### src/rtl/regs_wport_arb.sv
// rtl/regs_wport_arb.sv - register-file write-port arbiter between pipeline writeback and buffered long-latency results
//
// Purpose:
//   Shares the single register-file write port between the pipeline writeback
//   stream (WB) and long-latency unit results (LU). LU results wait in a small
//   FIFO. WB normally wins the port. A starve counter forces one buffered LU
//   write after STARVE_MAX consecutive WB grants. While that forced write
//   happens, the pipeline is stalled. A pending scoreboard tracks issued LU
//   destinations so that readers can detect RAW hazards.
//
// Ports:
//   clk_i, rst_ni                        clock, asynchronous active-low reset
//   wb_valid_i/wb_addr_i/wb_data_i       pipeline writeback request (addr 0 = none)
//   lu_valid_i/lu_addr_i/lu_data_i       LU result offer
//   lu_ready_o                           LU buffer can accept this cycle
//   iss_valid_i/iss_addr_i               LU instruction issued; marks destination pending
//   rd_addr_a_i/rd_addr_b_i              read addresses checked for hazards
//   hazard_a_o/hazard_b_o                read address has a pending LU write
//   rf_we_o/rf_waddr_o/rf_wdata_o        register-file write port
//   wb_stall_o                           pipeline must hold and re-present WB
//   busy_o                               buffer non-empty or any register pending

module regs_wport_arb #(
    parameter int DEPTH      = 2,
    parameter int STARVE_MAX = 4
) (
    input  logic        clk_i,
    input  logic        rst_ni,
    input  logic        wb_valid_i,
    input  logic [4:0]  wb_addr_i,
    input  logic [31:0] wb_data_i,
    input  logic        lu_valid_i,
    input  logic [4:0]  lu_addr_i,
    input  logic [31:0] lu_data_i,
    output logic        lu_ready_o,
    input  logic        iss_valid_i,
    input  logic [4:0]  iss_addr_i,
    input  logic [4:0]  rd_addr_a_i,
    input  logic [4:0]  rd_addr_b_i,
    output logic        hazard_a_o,
    output logic        hazard_b_o,
    output logic        rf_we_o,
    output logic [4:0]  rf_waddr_o,
    output logic [31:0] rf_wdata_o,
    output logic        wb_stall_o,
    output logic        busy_o
);

    localparam int PTR_W = (DEPTH > 1) ? $clog2(DEPTH) : 1;
    localparam int CNT_W = PTR_W + 1;
    localparam int ST_W  = (STARVE_MAX > 0) ? $clog2(STARVE_MAX + 1) : 1;

    localparam logic [CNT_W-1:0] DEPTH_C  = CNT_W'(DEPTH);
    localparam logic [ST_W-1:0]  STARVE_C = ST_W'(STARVE_MAX);

    // LU result buffer storage; contents need no reset because count_q
    // governs which entries are meaningful.
    logic [4:0]       buf_addr_q [DEPTH];
    logic [31:0]      buf_data_q [DEPTH];

    logic [PTR_W-1:0] head_q, head_d;
    logic [PTR_W-1:0] tail_q, tail_d;
    logic [CNT_W-1:0] count_q, count_d;
    logic [ST_W-1:0]  starve_q, starve_d;
    logic [31:0]      pending_q, pending_d;

    logic        has_entry;
    logic        wb_req;
    logic        grant_head;
    logic        grant_wb;
    logic        push;
    logic        pop;
    logic [4:0]  head_addr;
    logic [31:0] head_data;

    assign head_addr = buf_addr_q[head_q];
    assign head_data = buf_data_q[head_q];
    assign has_entry = (count_q != '0);

    // A writeback to r0 is dropped entirely and does not compete for the port.
    assign wb_req = wb_valid_i && (wb_addr_i != 5'd0);

    // lu_ready comes from registered count only. A full buffer stays not-ready
    // even in a cycle where it pops, which keeps lu_ready off the grant path.
    assign lu_ready_o = (count_q < DEPTH_C);

    assign wb_stall_o = (starve_q == STARVE_C) && has_entry;

    // Port priority: forced head on stall, then WB, then any buffered head.
    assign grant_head = wb_stall_o || (!wb_req && has_entry);
    assign grant_wb   = !wb_stall_o && wb_req;

    assign push = lu_valid_i && lu_ready_o;
    assign pop  = grant_head;

    always_comb begin
        rf_we_o    = 1'b0;
        rf_waddr_o = 5'd0;
        rf_wdata_o = 32'd0;
        if (grant_head) begin
            // A head entry for r0 still consumes its slot but never writes.
            rf_we_o    = (head_addr != 5'd0);
            rf_waddr_o = head_addr;
            rf_wdata_o = head_data;
        end else if (grant_wb) begin
            rf_we_o    = 1'b1;
            rf_waddr_o = wb_addr_i;
            rf_wdata_o = wb_data_i;
        end
    end

    // Pointer, occupancy and starve next-state.
    always_comb begin
        head_d   = head_q;
        tail_d   = tail_q;
        count_d  = count_q;
        starve_d = starve_q;

        if (push) begin
            tail_d = tail_q + PTR_W'(1);
        end
        if (pop) begin
            head_d = head_q + PTR_W'(1);
        end

        case ({push, pop})
            2'b10:   count_d = count_q + CNT_W'(1);
            2'b01:   count_d = count_q - CNT_W'(1);
            default: count_d = count_q;
        endcase

        // Starvation only accrues while something is actually waiting.
        if (grant_head || !has_entry) begin
            starve_d = '0;
        end else if (grant_wb && (starve_q < STARVE_C)) begin
            starve_d = starve_q + ST_W'(1);
        end
    end

    // Pending scoreboard: the clear from a head pop is applied first so that
    // a same-cycle issue to that register leaves it pending.
    always_comb begin
        pending_d = pending_q;
        if (pop && (head_addr != 5'd0)) begin
            pending_d[head_addr] = 1'b0;
        end
        if (iss_valid_i && (iss_addr_i != 5'd0)) begin
            pending_d[iss_addr_i] = 1'b1;
        end
        pending_d[0] = 1'b0;
    end

    // Hazards look at registered state only; a clear happening this cycle is
    // not bypassed.
    assign hazard_a_o = (rd_addr_a_i != 5'd0) && pending_q[rd_addr_a_i];
    assign hazard_b_o = (rd_addr_b_i != 5'd0) && pending_q[rd_addr_b_i];

    assign busy_o = has_entry || (|pending_q);

    always_ff @(posedge clk_i or negedge rst_ni) begin
        if (!rst_ni) begin
            head_q    <= '0;
            tail_q    <= '0;
            count_q   <= '0;
            starve_q  <= '0;
            pending_q <= '0;
        end else begin
            head_q    <= head_d;
            tail_q    <= tail_d;
            count_q   <= count_d;
            starve_q  <= starve_d;
            pending_q <= pending_d;
        end
    end

    always_ff @(posedge clk_i) begin
        if (push) begin
            buf_addr_q[tail_q] <= lu_addr_i;
            buf_data_q[tail_q] <= lu_data_i;
        end
    end

endmodule

### config.mk
export PLATFORM = sky130hd
export DESIGN_NAME = regs_wport_arb
export DESIGN_NICKNAME = d
export VERILOG_FILES = /design/src/rtl/regs_wport_arb.sv
export SDC_FILE = /design/constraint.sdc
export NUM_CORES = 1
export LEC_CHECK = 0
export CAP_MARGIN = 30
export CELL_PAD_IN_SITES_DETAIL_PLACEMENT = 2
export CELL_PAD_IN_SITES_GLOBAL_PLACEMENT = 2
export CORE_UTILIZATION = 35
export DETAILED_ROUTE_END_ITERATION = 10
export PLACE_DENSITY = 0.94
export SYNTH_ARGS = -nofsm -noshare
export SYNTH_HDL_FRONTEND = slang
export SYNTH_SLANG_ARGS = --single-unit
### constraint.sdc
create_clock -name clk_i -period 5.8 [get_ports clk_i]
set_clock_uncertainty 0.2 [all_clocks]
set_input_delay 0.87 -clock clk_i [delete_from_list [all_inputs] [get_ports clk_i]]
set_output_delay 0.87 -clock clk_i [all_outputs]
set_load 0.005 [all_outputs]
==> implementation parameters, run 1 <==
Parameter                              Value

Run status
  Status    complete, no violations

Pwr
  Cell leakage power    2.649 nW
  Post-layout total power    3.164 mW
  Maximum vdd drop    0.1902 mV
  P per Cell Area    428.1 nW/um2

Yosys
  Avg Cell Area, Syn    12.86 um2
  Main area contributors after synthesis    sky130_fd_sc_hd__edfxtp_1, sky130_fd_sc_hd__dfrtp_1, sky130_fd_sc_hd__mux2i_1, sky130_fd_sc_hd__o21ai_0, sky130_fd_sc_hd__o2bb2ai_1
  Post-Syn Nets    528
  Syn. warnings    0
  Dominant cell by count in the synthesized netlist    sky130_fd_sc_hd__edfxtp_1
  Main flop type after synthesis    sky130_fd_sc_hd__edfxtp_1
  Async set or reset register ratio after synthesis    33.93%
  Top cell types by occurrence after synthesis    sky130_fd_sc_hd__edfxtp_1, sky130_fd_sc_hd__o21ai_0, sky130_fd_sc_hd__mux2i_1
  Portion of the post-synthesis area used by sequential elements    57.23%
  Number of enable flip-flop cells after synthesis    74
  Share of Yosys cell area claimed by the top area cell type    40.08%
  Synthesis-stage register bit count    112
  Number of unique standard cell types used by synthesis    50
  Post-synthesis instance total    431
  Netlist Area Pre-Place    around 5500 um2
  Cell taking the most area after synthesis    sky130_fd_sc_hd__edfxtp_1

Setup path
  Crit path arrival time    3.36 ns
  Biggest cell delay along the critical path    0.77 ns
  Sort of element at the end of the critical path    primary output
  Slowest stage cell, crit path    sky130_fd_sc_hd__nor2_4
  Cell type group with the largest total delay on the critical path    simple AND/OR/NAND/NOR gates
  Data required time at the worst endpoint    4.73 ns
  Cells along the critical path    clkdlybuf4s50_1, nor3_1, nand2_1, nand2_1, nor2_4, o2bb2ai_1, clkdlybuf4s50_1
  Worst Setup Path Type    in2out
  Worst-path fanout max    37
  Crit start category    primary input
  Number of buffer and inverter stages on the critical path    2

CTS
  Source-to-sink clock delay at the later pin of the worst-skew pair    0.36 ns
  Maximum count of clock buffers along a single path    2
  Cts repair resizes    0
  Count of hold-fix buffers inserted at cts    0
  TritonCTS clock tree    yes
  CTS sink count    112
  Clock root buffer master    sky130_fd_sc_hd__clkbuf_16
  TritonCTS Buffers    9
  CTS clk-pin slew, worst paths    ~0.07 ns
  H-Tree Depth    3
  Setup Buffers After CTS    0

Drt
  First-pass DRT Iterations    4
  Remaining antenna violation count    0
  Vias    4464
  Post-Route WL    21610 um
  Routed WL per cell    approximately 28 um
  Detailed-route DRC error count    0
  Count of routing violations after the opening detailed-route iteration    208
  Post-DR vias/cell    5.738

STA
  Transition time at the pin with the least slew margin    0.9860 ns
  Final Hold Fails    0
  Post-layout minimum cycle time    4.428 ns
  Summed negative setup slack over all endpoints    0 ns
  Highest attainable clock frequency    225.9 MHz
  Final critical-path share of the clock period    76.34%
  Max-slew violation count    0
  Final setup viols    0
  RSZ-0062 raised after global routing    false
  Rel. slew slack    34.26%

Die
  Horizontal die dimension    around 130 um
  Starting utilization of the core area    36.20%
  Ports placed on the boundary    137
  Area enclosed by the die boundary    16350 um2
  Die span in y    approximately 130 um
  Core area    15310 um2
  Placement row count    45

Min path
  Hold Crit Class    reg2reg

Finish
  Layout Area Growth over Synthesis    33.31%
  Share of cells above drive strength 1    7.231%
  Area taken by multi-input logic gates    2211 um2
  Diodes inserted    0
  Fill count    1503
  Register area    3174 um2
  Nets@finish    ~660

Placed design
  Detailed placement HPWL    between 10000 and 15000 um
  Routability congestion estimate    0.8304
  Buffers added on ports    136

GRT
  Number of antenna violations at the first check in global routing    0
  Total grt overflow    0
  Total routing resource utilization after global routing    27.58%
  Maximum number of pins on one net before global-route repair    39
  Number of global-route vias before repair    roughly 5200
  Wire length of the first global-routing pass    32710 um

Run
  Number of max-cap violations    0
power breakdown:
part | internal, mW | switching [mW]
sequential | 1.09 | 0.248
combinational | 0.520 | 0.607
clock | 0.376 | 0.318
total | 1.99 | 1.17
cell usage in the layout (no fill, tap or decap), types with 3 or more instances in the layout:
cell type,netlist,final
sky130_fd_sc_hd__nor2_1,7,6
sky130_fd_sc_hd__nor3_1,5,5
sky130_fd_sc_hd__o21ai_0,64,64
sky130_fd_sc_hd__a221oi_1,4,4
sky130_fd_sc_hd__o2bb2ai_1,35,35
sky130_fd_sc_hd__nand4_1,3,3
sky130_fd_sc_hd__edfxtp_1,74,74
sky130_fd_sc_hd__buf_4,5,3
sky130_fd_sc_hd__nand2b_1,6,6
sky130_fd_sc_hd__nand2_1,25,25
sky130_fd_sc_hd__nor2b_1,7,7
sky130_fd_sc_hd__nand3_1,10,10
sky130_fd_sc_hd__mux2i_1,51,51
sky130_fd_sc_hd__xnor2_1,5,5
sky130_fd_sc_hd__mux4_1,4,4
sky130_fd_sc_hd__or4_1,3,3
sky130_fd_sc_hd__dfrtp_1,38,37
sky130_fd_sc_hd__nor4_1,12,12
sky130_fd_sc_hd__a22o_1,3,3
sky130_fd_sc_hd__mux2_2,7,7
sky130_fd_sc_hd__clkbuf_16,0,9
sky130_fd_sc_hd__inv_1,7,7
sky130_fd_sc_hd__clkdlybuf4s50_1,0,136
sky130_fd_sc_hd__ha_1,3,3
sequential cells by signal, indices dropped and copies added (netlist names):
register / cells
tail_q: 1
starve_q: 3
buf_data_q: 64
pending_q: 31
count_q: 2
buf_addr_q: 10
head_q: 1
cell families (layout without fill, tap and decap cells):
family	after synthesis	count (layout)	synth area share, %
adders and majority gates	3	3	0.6771
and+or+nand+nor	94	94	9.750
xor gates and xnor gates	6	6	0.9479
buffers and inverters	27	163	3.047
DFF	112	112	57.23
muxes	64	64	12.93
AOI/OAI and AO/OA	125	125	15.41
layout make-up:
| type | count | area share, % |
|---|---|---|
| multi-input combinational | 292 | 29.91 |
| clock buffer | 9 | 3.047 |
| tap | 211 | 3.572 |
| inverter | 7 | 0.3555 |
| clock inverter | 7 | 1.168 |
| sequential | 112 | 42.95 |
| timing repair buffer | 140 | 18.99 |
per-stage QoR:
stage	utilization, %	worst slack [ns]	instance area (um2)	instances	hold WS (ns)
floorplan	-	2.637	5544	431	0.2615
global placement	46.09	1.576	7059	761	0.3213
detailed placement	46.23	1.456	7079	762	0.3356
CTS	48.26	1.383	7391	778	0.3503
global route	48.26	1.268	7391	778	0.3727
finish	48.26	1.372	7391	778	0.3530
path summary, 6_finish.rpt:
path	start	to	slack [ns]	depth (start not counted)
worst min register to register	count_q[0]$_DFFE_PN0P_	count_q[0]$_DFFE_PN0P_	0.35	1
worst max-delay path	wb_addr_i[3]	rf_wdata_o[16]	1.37	7
max in group asynchronous	rst_ni	head_q$_DFFE_PN0P_	4.26	2
worst max register to register	starve_q[0]$_DFFE_PN0P_	count_q[1]$_DFFE_PN0P_	3.15	10
worst min-delay path	count_q[0]$_DFFE_PN0P_	count_q[0]$_DFFE_PN0P_	0.35	1
min in group asynchronous	rst_ni	starve_q[2]$_DFFE_PN0P_	0.77	2
routing by layer:
metal	up-vias	share of wire, %	track usage (%)
li1	1959	-	-
met5	-	0	0
met4	0	2.6	9.689
met1	2297	39	31.12
met3	36	5.2	5.426
met2	172	54	51.47
(Power assumes the default switching activity.)
==> inputs of run 2 (changes only) <==
--- a/config.mk
+++ b/config.mk
@@ -8,9 +8,9 @@
 export CAP_MARGIN = 30
 export CELL_PAD_IN_SITES_DETAIL_PLACEMENT = 2
 export CELL_PAD_IN_SITES_GLOBAL_PLACEMENT = 2
-export CORE_UTILIZATION = 35
+export CORE_UTILIZATION = 33
 export DETAILED_ROUTE_END_ITERATION = 10
-export PLACE_DENSITY = 0.94
+export PLACE_DENSITY = 0.9
 export SYNTH_ARGS = -nofsm -noshare
 export SYNTH_HDL_FRONTEND = slang
 export SYNTH_SLANG_ARGS = --single-unit
==> constraint.sdc (replaced) <==
create_clock -name clk_i -period 4.3 [get_ports clk_i]
set_clock_uncertainty 0.2 [all_clocks]
set_input_delay 0.645 -clock clk_i [delete_from_list [all_inputs] [get_ports clk_i]]
set_output_delay 0.645 -clock clk_i [all_outputs]
set_load 0.005 [all_outputs]
==> run 2 against run 1 <==
Sequential share of layout area shrank 0.058 points. Combinational power grew 31%. Clock-buffer cell count grew 2. Critical path type unchanged. Largest cell class unchanged. Largest power group unchanged. Highest routed layer unchanged.
==> implementation parameters, run 2 (synthesis gave the netlist of run 1 again) <==
Parameter                              Value

Run status
  Status    complete, no violations

STA
  RSZ-0062 raised after global routing    false
  Summed negative setup slack over all endpoints    0 ns
  Rel. slew slack    34.84%
  Max-slew violation count    0
  Post-layout minimum cycle time    roughly 4 ns
  Final setup viols    0
  Min setup slack post-route    0.3464 ns
  Final Hold Fails    0
  Transition time at the pin with the least slew margin    0.9774 ns
  Highest attainable clock frequency    252.9 MHz
  Final critical-path share of the clock period    roughly nine tenths

Pwr
  Combinational power share    35.6%
  Clk network pwr share    21.2%
  Internal power    2.654 mW
  Cell leakage power    2.654 nW
  Maximum vdd drop    0.2267 mV
  P per Cell Area    561.4 nW/um2
  Net Sw Power    between 1.5 and 2 mW
  Net switching fraction of the power    36.11%
  Register share of total power    between 40% and 50%

Placed design
  Detailed placement HPWL    roughly 14000 um
  Setup slack after placement    0.3878 ns
  Routability congestion estimate    between 0.9 and 1
  Buffers added on ports    between 100 and 150

Finish
  Fill count    1647
  Diodes inserted    0
  Layout Area Growth over Synthesis    33.49%
  Leading cell type in the layout, fill and taps excluded    sky130_fd_sc_hd__clkdlybuf4s50_1
  Most frequent cells in the layout    sky130_fd_sc_hd__clkdlybuf4s50_1, sky130_fd_sc_hd__edfxtp_1, sky130_fd_sc_hd__o21ai_0
  Flip-flop count of the largest register, all copies and words added    64
  Area taken by multi-input logic gates    2211 um2
  Register area    3174 um2
  Top Registers    buf_data_q (64), pending_q (31), buf_addr_q (10)
  Share of cells above drive strength 1    7.570%
  Register containing the most flip-flops in the final layout    buf_data_q
  Nets@finish    660

Min path
  Hold Crit Class    in2async

GRT
  Total grt overflow    0
  Wire length of the first global-routing pass    29240 um
  Number of antenna violations at the first check in global routing    0
  Global routing usage on met3    5.671%
  Total routing resource utilization after global routing    22.21%
  Global-route met1 utilization    25.14%
  Met2 usage in global routing    approximately two fifths
  Number of global-route vias before repair    roughly 5000
  Busiest grt layer    met2
  Maximum number of pins on one net before global-route repair    42

Die
  Core area    16470 um2
  Ports placed on the boundary    137
  Horizontal die dimension    131.6 um
  Placement row count    47
  Starting utilization of the core area    about a third
  Die span in y    131.6 um
  Area enclosed by the die boundary    approximately 17000 um2

Setup path
  Crit Reg-Reg Startpoint    head_q$_DFFE_PN0P_
  Worst Setup Path Type    in2out
  Data required time at the worst endpoint    3.45 ns
  Cells along the critical path    clkdlybuf4s50_1, mux2_2, o311ai_0, a221oi_1, o21ai_0, nand3_1, clkdlybuf4s50_1
  Reg2Reg Depth    6
  Reg2Reg Capture Point    pending_q[18]$_DFF_PN0_
  Sort of element at the end of the critical path    primary output
  Biggest cell delay along the critical path    0.84 ns
  Crit start category    primary input
  Slack of the worst reg-to-reg path    1.57 ns
  Crit path arrival time    approximately 3.1 ns
  Slowest stage cell, crit path    sky130_fd_sc_hd__clkdlybuf4s50_1
  Most used cell along the critical path    sky130_fd_sc_hd__clkdlybuf4s50_1
  Worst-path fanout max    13

CTS
  TritonCTS clock tree    yes
  CTS sink count    ~110
  Clock root buffer master    sky130_fd_sc_hd__clkbuf_16
  Maximum count of clock buffers along a single path    2
  H-Tree Depth    3
  CTS clk-pin slew, worst paths    roughly 0.07 ns
  Setup Buffers After CTS    0
  TritonCTS Buffers    9
  Cts repair resizes    0
  Source-to-sink clock delay at the later pin of the worst-skew pair    0.36 ns
  Count of hold-fix buffers inserted at cts    0

Drt
  Routed WL per cell    between 20 and 25 um
  Post-Route WL    18660 um
  First-pass DRT Iterations    5
  Vias    approximately 4300
  Remaining antenna violation count    0
  Detailed-route DRC error count    0
  Post-DR vias/cell    5.519
  Count of routing violations after the opening detailed-route iteration    160

Run
  Number of max-cap violations    0
[run 2: cell types whose count changed in the layout (fill, tap and decap cells not counted), sizes merged]
| cell | delta |
|---|---|
| inv | +2 |
| clkinvlp | -1 |
| bufinv | -1 |
| buf | +2 |
| clkinv | -2 |
| clkdlybuf4s50 | -1 |
| clkbuf | +2 |
[run 2: stage by stage]
stage | utilization (%) | hold WS [ns] | cells | power (mW) | instance area (um2)
after floorplan | - | 0.1494 | 431 | 2.511 | 5544
after global placement | 42.96 | 0.3201 | 771 | 3.137 | 7073
after detailed placement | 43.08 | 0.3541 | 772 | 3.281 | 7093
after CTS | 44.95 | 0.2285 | 788 | 4.180 | 7401
after global routing | 44.95 | 0.2660 | 788 | 4.355 | 7401
final | 44.95 | 0.2075 | 788 | 4.155 | 7401
[run 2: power groups by stage]
stage	Combinational, mW	Clock, mW	Sequential, mW
detailed placement	1.48	0	1.80
floorplan	0.876	0	1.64
global route	1.61	0.930	1.81
finish	1.48	0.881	1.79
CTS	1.50	0.900	1.78
global placement	1.36	0	1.77
[run 2: critical path, delay by kind of cell]
kind	cells	cell delay (ns)
mux	1	0.41
buf+inv	2	1.29
compound gates	3	0.65
simple gates	1	0.12
[run 2: area by class of cell]
cell class | instances | share of cell area [%]
clock buffers | 11 | 3.280
clock inverters | 5 | 0.8791
inverters | 7 | 0.3550
multi-input cells | 292 | 29.87
flip-flops and latches | 112 | 42.89
well taps | 220 | 3.719
repair buffers | 141 | 19.00
[run 2: worst max path at each step]
stage	from	end	cells after the start
4_1_cts	rd_addr_a_i[1]	hazard_a_o	7
2_1_floorplan	lu_valid_i	buf_addr_q[0][0]$_DFFE_PP_	2
5_1_grt	rd_addr_a_i[1]	hazard_a_o	7
6_report	rd_addr_a_i[1]	hazard_a_o	7
3_5_place_dp	rd_addr_a_i[1]	hazard_a_o	7
3_3_place_gp	rd_addr_a_i[0]	hazard_a_o	7
[run 2: metal layers]
metal  part of all wire, %  up-vias
met3                   5.7       39
met1                    40     2191
met2                    51      152
met5                     0        -
li1                      -     1967
met4                   3.0        0
